`config.mk`:
```
export PLATFORM = sky130hd
export DESIGN_NAME = arc_microsequencer
export DESIGN_NICKNAME = d
export VERILOG_FILES = /design/src/rtl/arc_ucode_pkg.sv /design/src/rtl/arc_next_addr.sv /design/src/rtl/arc_microsequencer.sv
export SDC_FILE = /design/constraint.sdc
export NUM_CORES = 1
export LEC_CHECK = 0
export BUFFER_PORTS_ARGS = -buffer_cell sky130_fd_sc_hd__buf_2
export CAP_MARGIN = 20
export CORE_MARGIN = 2
export CORE_UTILIZATION = 41
export CTS_CLUSTER_SIZE = 25
export DETAILED_ROUTE_END_ITERATION = 10
export MAX_ROUTING_LAYER = met4
export PLACE_DENSITY = 0.94
export SLEW_MARGIN = 20
export SYNTH_ARGS = -nofsm -noshare
export SYNTH_HDL_FRONTEND = slang
export SYNTH_HIERARCHICAL = 1
export SYNTH_SLANG_ARGS = --single-unit
```
`constraint.sdc`:
```
create_clock -name CLK -period 2.2 [get_ports CLK]
set_input_delay 0.11 -clock CLK [delete_from_list [all_inputs] [get_ports CLK]]
set_output_delay 0.11 -clock CLK [all_outputs]
set_load 0.05 [all_outputs]
```
`src/rtl/arc_ucode_pkg.sv`:
```
// Shared microword field map, COND encodings and sequencer FSM states for the ARC control store.
// Consumed by arc_next_addr and arc_microsequencer (single-step option: USEQ_SINGLE_STEP_EN).
package arc_ucode_pkg;

  localparam int ADDR_W_DEF = 11;
  localparam int WORD_W_DEF = 41;

  localparam int A_MSB     = 40;
  localparam int A_LSB     = 35;
  localparam int AMUX_BIT  = 34;
  localparam int B_MSB     = 33;
  localparam int B_LSB     = 28;
  localparam int BMUX_BIT  = 27;
  localparam int C_MSB     = 26;
  localparam int C_LSB     = 21;
  localparam int CMUX_BIT  = 20;
  localparam int RD_BIT    = 19;
  localparam int WR_BIT    = 18;
  localparam int ALU_MSB   = 17;
  localparam int ALU_LSB   = 14;
  localparam int COND_MSB  = 13;
  localparam int COND_LSB  = 11;
  localparam int JADDR_MSB = 10;
  localparam int JADDR_LSB = 0;

  typedef enum logic [2:0] {
    COND_NEXT   = 3'b000,
    COND_N      = 3'b001,
    COND_Z      = 3'b010,
    COND_V      = 3'b011,
    COND_C      = 3'b100,
    COND_IR13   = 3'b101,
    COND_JUMP   = 3'b110,
    COND_DECODE = 3'b111
  } cond_e;

  typedef enum logic [1:0] {
    ST_RST  = 2'd0,
    ST_RUN  = 2'd1,
    ST_WAIT = 2'd2,
    ST_HOLD = 2'd3
  } state_e;

endpackage

```
`src/rtl/arc_next_addr.sv`:
```
// Combinational next-address selector: picks uPC+1, JADDR or the IR decode address
// from the microword COND field, PSR flags and IR.
module arc_next_addr
  import arc_ucode_pkg::*;
#(
  parameter int ADDR_W = ADDR_W_DEF,
  parameter int IR_W   = 32
) (
  input  logic [2:0]        i_cond,
  input  logic [ADDR_W-1:0] i_jaddr,
  input  logic [ADDR_W-1:0] i_upc,
  input  logic              i_flag_n,
  input  logic              i_flag_z,
  input  logic              i_flag_v,
  input  logic              i_flag_c,
  input  logic [IR_W-1:0]   i_ir,
  output logic [ADDR_W-1:0] o_next_addr,
  output logic              o_taken
);

  logic [10:0] w_decode;
  logic        w_ir_unused;

  // Decode entry points live in the upper half of the store, 4 words per opcode.
  assign w_decode    = {1'b1, i_ir[31:30], i_ir[24:19], 2'b00};
  assign w_ir_unused = ^{i_ir[29:25], i_ir[18:0]};

  // NOTE: every always_comb output is assigned a default first so no path leaves it unassigned (no latch).
  always_comb begin
    o_taken     = 1'b0;
    o_next_addr = i_upc + ADDR_W'(1);
    case (cond_e'(i_cond))
      COND_N:      o_taken = i_flag_n;
      COND_Z:      o_taken = i_flag_z;
      COND_V:      o_taken = i_flag_v;
      COND_C:      o_taken = i_flag_c;
      COND_IR13:   o_taken = i_ir[13];
      COND_JUMP:   o_taken = 1'b1;
      COND_DECODE: o_taken = 1'b1;
      default:     o_taken = 1'b0;
    endcase
    if (o_taken) begin
      o_next_addr = (cond_e'(i_cond) == COND_DECODE) ? ADDR_W'(w_decode) : i_jaddr;
    end
  end

endmodule

```
`src/rtl/arc_microsequencer.sv`:
```
// ARC control-store sequencer: owns the uPC, stalls on memory RD/WR until MEM_ACK, strobes ADVANCE.
// Optional single-step mode (STEP input, HOLD state) is enabled by defining USEQ_SINGLE_STEP_EN.
module arc_microsequencer
  import arc_ucode_pkg::*;
#(
  parameter int ADDR_W = ADDR_W_DEF,
  parameter int WORD_W = WORD_W_DEF,
  parameter int IR_W   = 32
) (
  input  logic              CLK,
  input  logic              RESET,
  output logic [ADDR_W-1:0] ROM_ADDR,
  input  logic [WORD_W-1:0] ROM_DATA,
  input  logic [IR_W-1:0]   IR,
  input  logic              FLAG_N,
  input  logic              FLAG_Z,
  input  logic              FLAG_V,
  input  logic              FLAG_C,
  input  logic              MEM_ACK,
`ifdef USEQ_SINGLE_STEP_EN
  input  logic              STEP,
`endif
  output logic              MEM_RD,
  output logic              MEM_WR,
  output logic              ADVANCE,
  output logic              BRANCH_TAKEN,
  output logic [1:0]        STATE
);

  state_e            r_state;
  state_e            w_state_nxt;
  state_e            w_after_adv;
  logic [ADDR_W-1:0] r_upc;
  logic [ADDR_W-1:0] w_upc_nxt;
  logic [ADDR_W-1:0] w_next_addr;
  logic              w_taken;
  logic              w_advance;
  logic              w_rd;
  logic              w_wr;
  logic              w_word_unused;

  assign w_rd          = ROM_DATA[RD_BIT];
  assign w_wr          = ROM_DATA[WR_BIT];
  assign w_word_unused = ^{ROM_DATA[A_MSB:CMUX_BIT], ROM_DATA[ALU_MSB:ALU_LSB]};

`ifdef USEQ_SINGLE_STEP_EN
  assign w_after_adv = ST_HOLD;
`else
  assign w_after_adv = ST_RUN;
`endif

  arc_next_addr #(.ADDR_W(ADDR_W), .IR_W(IR_W)) u_next_addr (
    .i_cond      (ROM_DATA[COND_MSB:COND_LSB]),
    .i_jaddr     (ADDR_W'(ROM_DATA[JADDR_MSB:JADDR_LSB])),
    .i_upc       (r_upc),
    .i_flag_n    (FLAG_N),
    .i_flag_z    (FLAG_Z),
    .i_flag_v    (FLAG_V),
    .i_flag_c    (FLAG_C),
    .i_ir        (IR),
    .o_next_addr (w_next_addr),
    .o_taken     (w_taken)
  );

  always_comb begin
    w_state_nxt = r_state;
    w_upc_nxt   = r_upc;
    w_advance   = 1'b0;
    case (r_state)
      ST_RST: begin
        w_upc_nxt   = '0;
`ifdef USEQ_SINGLE_STEP_EN
        w_state_nxt = ST_HOLD;
`else
        w_state_nxt = ST_RUN;
`endif
      end
      ST_RUN: begin
        if (!(w_rd || w_wr) || MEM_ACK) begin
          w_advance   = 1'b1;
          w_upc_nxt   = w_next_addr;
          w_state_nxt = w_after_adv;
        end else begin
          w_state_nxt = ST_WAIT;
        end
      end
      ST_WAIT: begin
        if (MEM_ACK) begin
          w_advance   = 1'b1;
          w_upc_nxt   = w_next_addr;
          w_state_nxt = w_after_adv;
        end
      end
`ifdef USEQ_SINGLE_STEP_EN
      ST_HOLD: begin
        if (STEP) w_state_nxt = ST_RUN;
      end
`endif
      default: w_state_nxt = ST_RST;
    endcase
    // Reset suppresses the commit strobe even if the memory acks in the same cycle.
    if (RESET) w_advance = 1'b0;
  end

  // NOTE: sequential state uses non-blocking assignments so every register samples pre-edge values.
  always_ff @(posedge CLK) begin
    if (RESET) begin
      r_state <= ST_RST;
      r_upc   <= '0;
    end else begin
      r_state <= w_state_nxt;
      r_upc   <= w_upc_nxt;
    end
  end

  assign ROM_ADDR     = r_upc;
  assign MEM_RD       = w_rd && (r_state != ST_RST);
  assign MEM_WR       = w_wr && (r_state != ST_RST);
  assign ADVANCE      = w_advance;
  assign BRANCH_TAKEN = w_advance && w_taken;
  assign STATE        = r_state;

endmodule

```
Yosys cells after proc, flatten, opt, wreduce, memory -nomap -nowiden --
Cells that the tools add are included.
Word-level totals: register bits after elaboration 13, word-level logic and storage cells 38
Cells by class: $add $sub $neg 1, equal/unequal tests 11, mux-type cells 13, reduce and logical (&&, ||, !) cells 11
Operators by type and width (count):
- $mux W11 | 4
- $pmux W11 S3 | 1
- $eq A3 B3 Y1 const B | 4
- $add A11 B1 Y11 const B | 1
- $eq A3 B2 Y1 const B | 2
- $pmux W1 S6 | 1
- $pmux W2 S3 | 1
- $mux W2 | 2
- $ne A2 B2 Y1 const B | 2
- $eq A3 B1 Y1 const B | 1
- $logic_and A1 B1 Y1 | 3
- $mux W1 | 3
- $reduce_and A3 Y1 | 1
- $reduce_bool A3 Y1 | 1
- $eq A2 B1 Y1 const B | 1
- $eq A2 B2 Y1 const B | 1
- $logic_not A2 Y1 | 1
- $logic_or A1 B1 Y1 | 2
- $pmux W1 S2 | 1
- $reduce_bool A2 Y1 | 1
- $reduce_or A2 Y1 | 1
- $logic_not A1 Y1 | 1

Logic depth before layout (Yosys ltp) --
word-level depth 7, gate-level depth with buffers 7, depth with buffers taken out 6

Cells and area by module --
Netlist, hierarchy kept.
Modules (own cells, without submodules):
- arc_microsequencer | instances 1, cells an instance 73, area each 716.9 µm², sequential area each 260.2 µm²
- arc_next_addr | instances 1, cells an instance 55, area each 432.9 µm², sequential area each 0.0 µm²

Worst setup path after synthesis --
Ideal clock, no wire load.
path kind register -> output, start register r_state[0] (netlist: STATE[0]), end output BRANCH_TAKEN, arrival 2.366 ns, path slack -0.276 ns, cell stages (with the launch flop) 7, buffers on the path 1, cells stage by stage dfxtp_1 inv_1 ha_1 clkbuf_1 and2b_1 o221a_2 and2_1
On the way: cells in the longest elaborated chain, start to end 4, elaborated cells on any way between the ends 5, those cells by class 2 x eq/ne; 2 x mux; 1 x reduce/logical
Ends and longest elaborated chain:
- start: declaration | RTL line arc_microsequencer.sv:30 | state_e r_state;
- start signal: assignment | RTL line arc_microsequencer.sv:111 | r_state <= w_state_nxt;
- $eq A2 B2 Y1 / $eq A2 B1 Y1 (equally long branches) | RTL line arc_microsequencer.sv:69 | case (r_state)
- $pmux W1 S2 * | RTL line arc_microsequencer.sv:69
- $mux W1 * | RTL line arc_microsequencer.sv:102 | if (RESET) w_advance = 1'b0;
- named net ADVANCE | RTL line arc_microsequencer.sv:25 | output logic ADVANCE,
- $logic_and A1 B1 Y1 * | RTL line arc_microsequencer.sv:120 | assign BRANCH_TAKEN = w_advance && w_taken;
- end: declaration | RTL line arc_microsequencer.sv:26 | output logic BRANCH_TAKEN,
Mark *: on every way through the listed nets, which the timed path passes. The rest lies on a longest branch.

Final worst setup path --
start register r_state[0] (netlist: STATE[0]), end output BRANCH_TAKEN
On the way: cells in the longest elaborated chain, start to end 4, elaborated cells on any way between the ends 5, those cells by class 2 x eq/ne; 2 x mux; 1 x reduce/logical
Ends and longest elaborated chain (RTL line):
- $eq A2 B2 Y1 / $eq A2 B1 Y1 (equally long branches) | arc_microsequencer.sv:69
- $pmux W1 S2 * | arc_microsequencer.sv:69
- $mux W1 * | arc_microsequencer.sv:102
- $logic_and A1 B1 Y1 * | arc_microsequencer.sv:120
Mark *: on every way between the ends. The rest lies on a longest branch, timed or not.

==> qor.txt <==
Initial antenna violation count -> 0
Synth Area in Simple Gates -> 24.3%
Post-CTS Hold Buffers -> 0
GR Util All Layers -> 17.2%
Syn_nets -> 213
Mapped Area -> 1150 um^2
Clock Sinks -> 13
Number of I/O port buffers -> 48
Crit start category -> flop
Initial Utilization -> 42.4%
Synth Area in Adders -> 5.44%
Hold slack -> 0.0453 ns
DP Wirelength -> 2120 um
Post-layout min period -> 1.92 ns
Diodes inserted -> 0
Area share of the largest cell type after synthesis -> 27.0%
Critical path arrival -> 1.81 ns
Root Buffer -> clkbuf_4
Yosys warning total -> 6
Slew @ Worst Pin -> 0.647 ns
Cell Pwr Density -> 519 nW/um^2
Synth Flop Type -> dfxtp_1
Worst setup path class -> reg -> out
Gpl congestion -> 0.780
Lkg Pwr -> 0.754 nW
Area grow syn2layout -> 25.5%
Seq. cell area -> 263 um^2
Cts bufs inserted -> 3
Seq cells post-synth -> 13
Post-synth EDFFs -> 0
Area of the multi-input gates -> 830 um^2
Worst hold path type -> in -> reg
Nets@finish -> 263
Top post-synthesis cells by area -> mux2i_1 27%, dfxtp_1 23%, xor2_1 6.1%, nand2b_1 6.0%, ha_1 5.4%
Die Span Y -> 57.0 um
Latest clock arrival within the worst-skew pair -> 0.28 ns
Largest family of logic cells by synthesized area -> multiplexers
Core ar. -> 2710 um^2
Period utilization -> 87.5%
Slew Viols, Final -> 0
DR vias/cell -> 5.23
Final Setup Violations -> 0
Avg WL per Cell -> 12.9 um
Count leader, synth -> mux2i_1
Post-CTS Setup Inserts -> 0
FP Rows -> 19
Via count -> 1,088
Synth Area in Compound Gates -> 8.49%
CTS clk-pin slew, worst paths -> 0.08 ns
Post-DP Area -> 1420 um^2
Syn avg cell area -> 8.98 um^2
1st-iter DRT viols -> 32
Slew headroom -> 56.7%
Max H-tree Level -> 1
CTS tree -> built
Async S/R FF share, synth -> 0%
Max FO, Critical Path -> 5
Detailed Routing Iterations Pass 1 -> 4
Routed WL -> 2680 um
Routed Antenna Nets -> 0
Final Hold Viols -> 0
Post-Synth XOR/XNOR Area -> 6.86%
RSZ-0062 raised after global routing -> no
Resized cells post-CTS -> 0
Design area -> 1440 um^2
Final setup skew -> 0.00477 ns
Setup crit end kind -> primary output
Vias in the first global route -> 985
Remaining Overflow, GRT -> 0
Post-Synthesis Cells -> 128
Synth cell types -> 35
Full die area -> 3240 um^2
Status -> completed
Clk buf depth -> 2
Synth area leader -> mux2i_1
Worst vdd ir -> 0.000299 V
Fmax -> 0.520 GHz
Post-synthesis mux area share -> 27.0%
Largest net degree at the start of global routing -> 23
Synth top cells by count -> 31 x mux2i_1, 13 x dfxtp_1, 11 x nand2b_1
Die X -> 57.0 um
# IOs -> 97
TNS Setup -> 0 ns
Seq/Total Area, Yosys -> 22.6%
Fillers -> 262
Layout cell share with drive strength beyond 1 -> 34.5%
First-pass GRT wire length -> 4260 um
Final Core Density -> 53.2%
Drt drc -> 0
Max-cap violations -> 0
Req. time, crit path -> 2.09 ns
power breakdown:
part	internal (mW)	total [mW]	switching [mW]
Combinational	0.127	0.320	0.193
Clock	0.0703	0.151	0.0806
Sequential	0.253	0.278	0.0247
Total	0.451	0.749	0.298
layout make-up:
cell class / count / area share, %
Sequential cell: 13 / 18.2
Tap cell: 31 / 2.69
Clock buffer: 4 / 1.82
Timing Repair Buffer: 51 / 18.2
Multi-Input combinational cell: 103 / 57.5
Inverter: 6 / 1.56
state kept, by name, summed over array words and instances, names as in the netlist:
| name | count |
|---|---|
| STATE | 2 |
| ROM_ADDR | 11 |
final timing paths:
path	start	to	slack (ns)	depth (start not counted)
setup / recovery	STATE[0]$_SDFFE_PP0P_	BRANCH_TAKEN	0.28	6
hold / removal	MEM_ACK	STATE[1]$_SDFFE_PP0P_	0.05	2
setup reg to reg	STATE[0]$_SDFFE_PP0P_	ROM_ADDR[8]$_SDFFE_PP0P_	0.58	6
hold reg to reg	ROM_ADDR[10]$_SDFFE_PP0P_	ROM_ADDR[10]$_SDFFE_PP0P_	0.51	2
cells by family after synthesis:
family / count (synthesis)
and+or+nand+nor: 46
muxes: 31
buffers and inverters: 12
AOI/OAI and AO/OA: 12
DFF: 13
adders and majority gates: 5
xor gates and xnor gates: 9
metrics by stage:
| step | total power, mW | setup WS, ns | cells |
|---|---|---|---|
| 6_report | 0.749 | 0.276 | 208 |
| 2_1_floorplan | 0.520 | 0.0503 | 128 |
| 5_1_grt | 0.790 | 0.158 | 208 |
| 4_1_cts | 0.755 | 0.256 | 208 |
| 3_5_place_dp | 0.605 | 0.569 | 204 |
| 3_3_place_gp | 0.596 | 0.584 | 204 |
worst max-delay path: stages, from the launching register on:
cell	delay, ns
dfxtp_2	0.37
inv_1	0.07
ha_1	0.29
and2b_1	0.23
o221a_2	0.22
and2_2	0.13
buf_2	0.25
cell usage in the layout, fill, tap and decap left out, types with 2 or more instances in the layout:
master	instances
nand4_1	4
xor2_1	8
dfxtp_2	2
clkbuf_4	3
inv_1	6
nand2b_1	11
and3_1	2
mux2i_1	31
buf_2	48
nor3_1	2
nor2b_1	2
nand2_1	7
ha_1	5
dfxtp_1	11
nand3_1	4
buf_4	3
nand3b_1	8
per-layer routing:
layer / part of all wire (%) / global-route usage (%) / routed length (um) / vias up
met2: 48 / 29.9 / 1300 / 35
li1: - / - / - / 558
met1: 44 / 20.0 / 1190 / 491
met3: 6.0 / 2.27 / 162 / 4
met4: 1.1 / 6.98 / 29 / 0
met5: 0 / - / 0 / -
(Power assumes the default switching activity.)
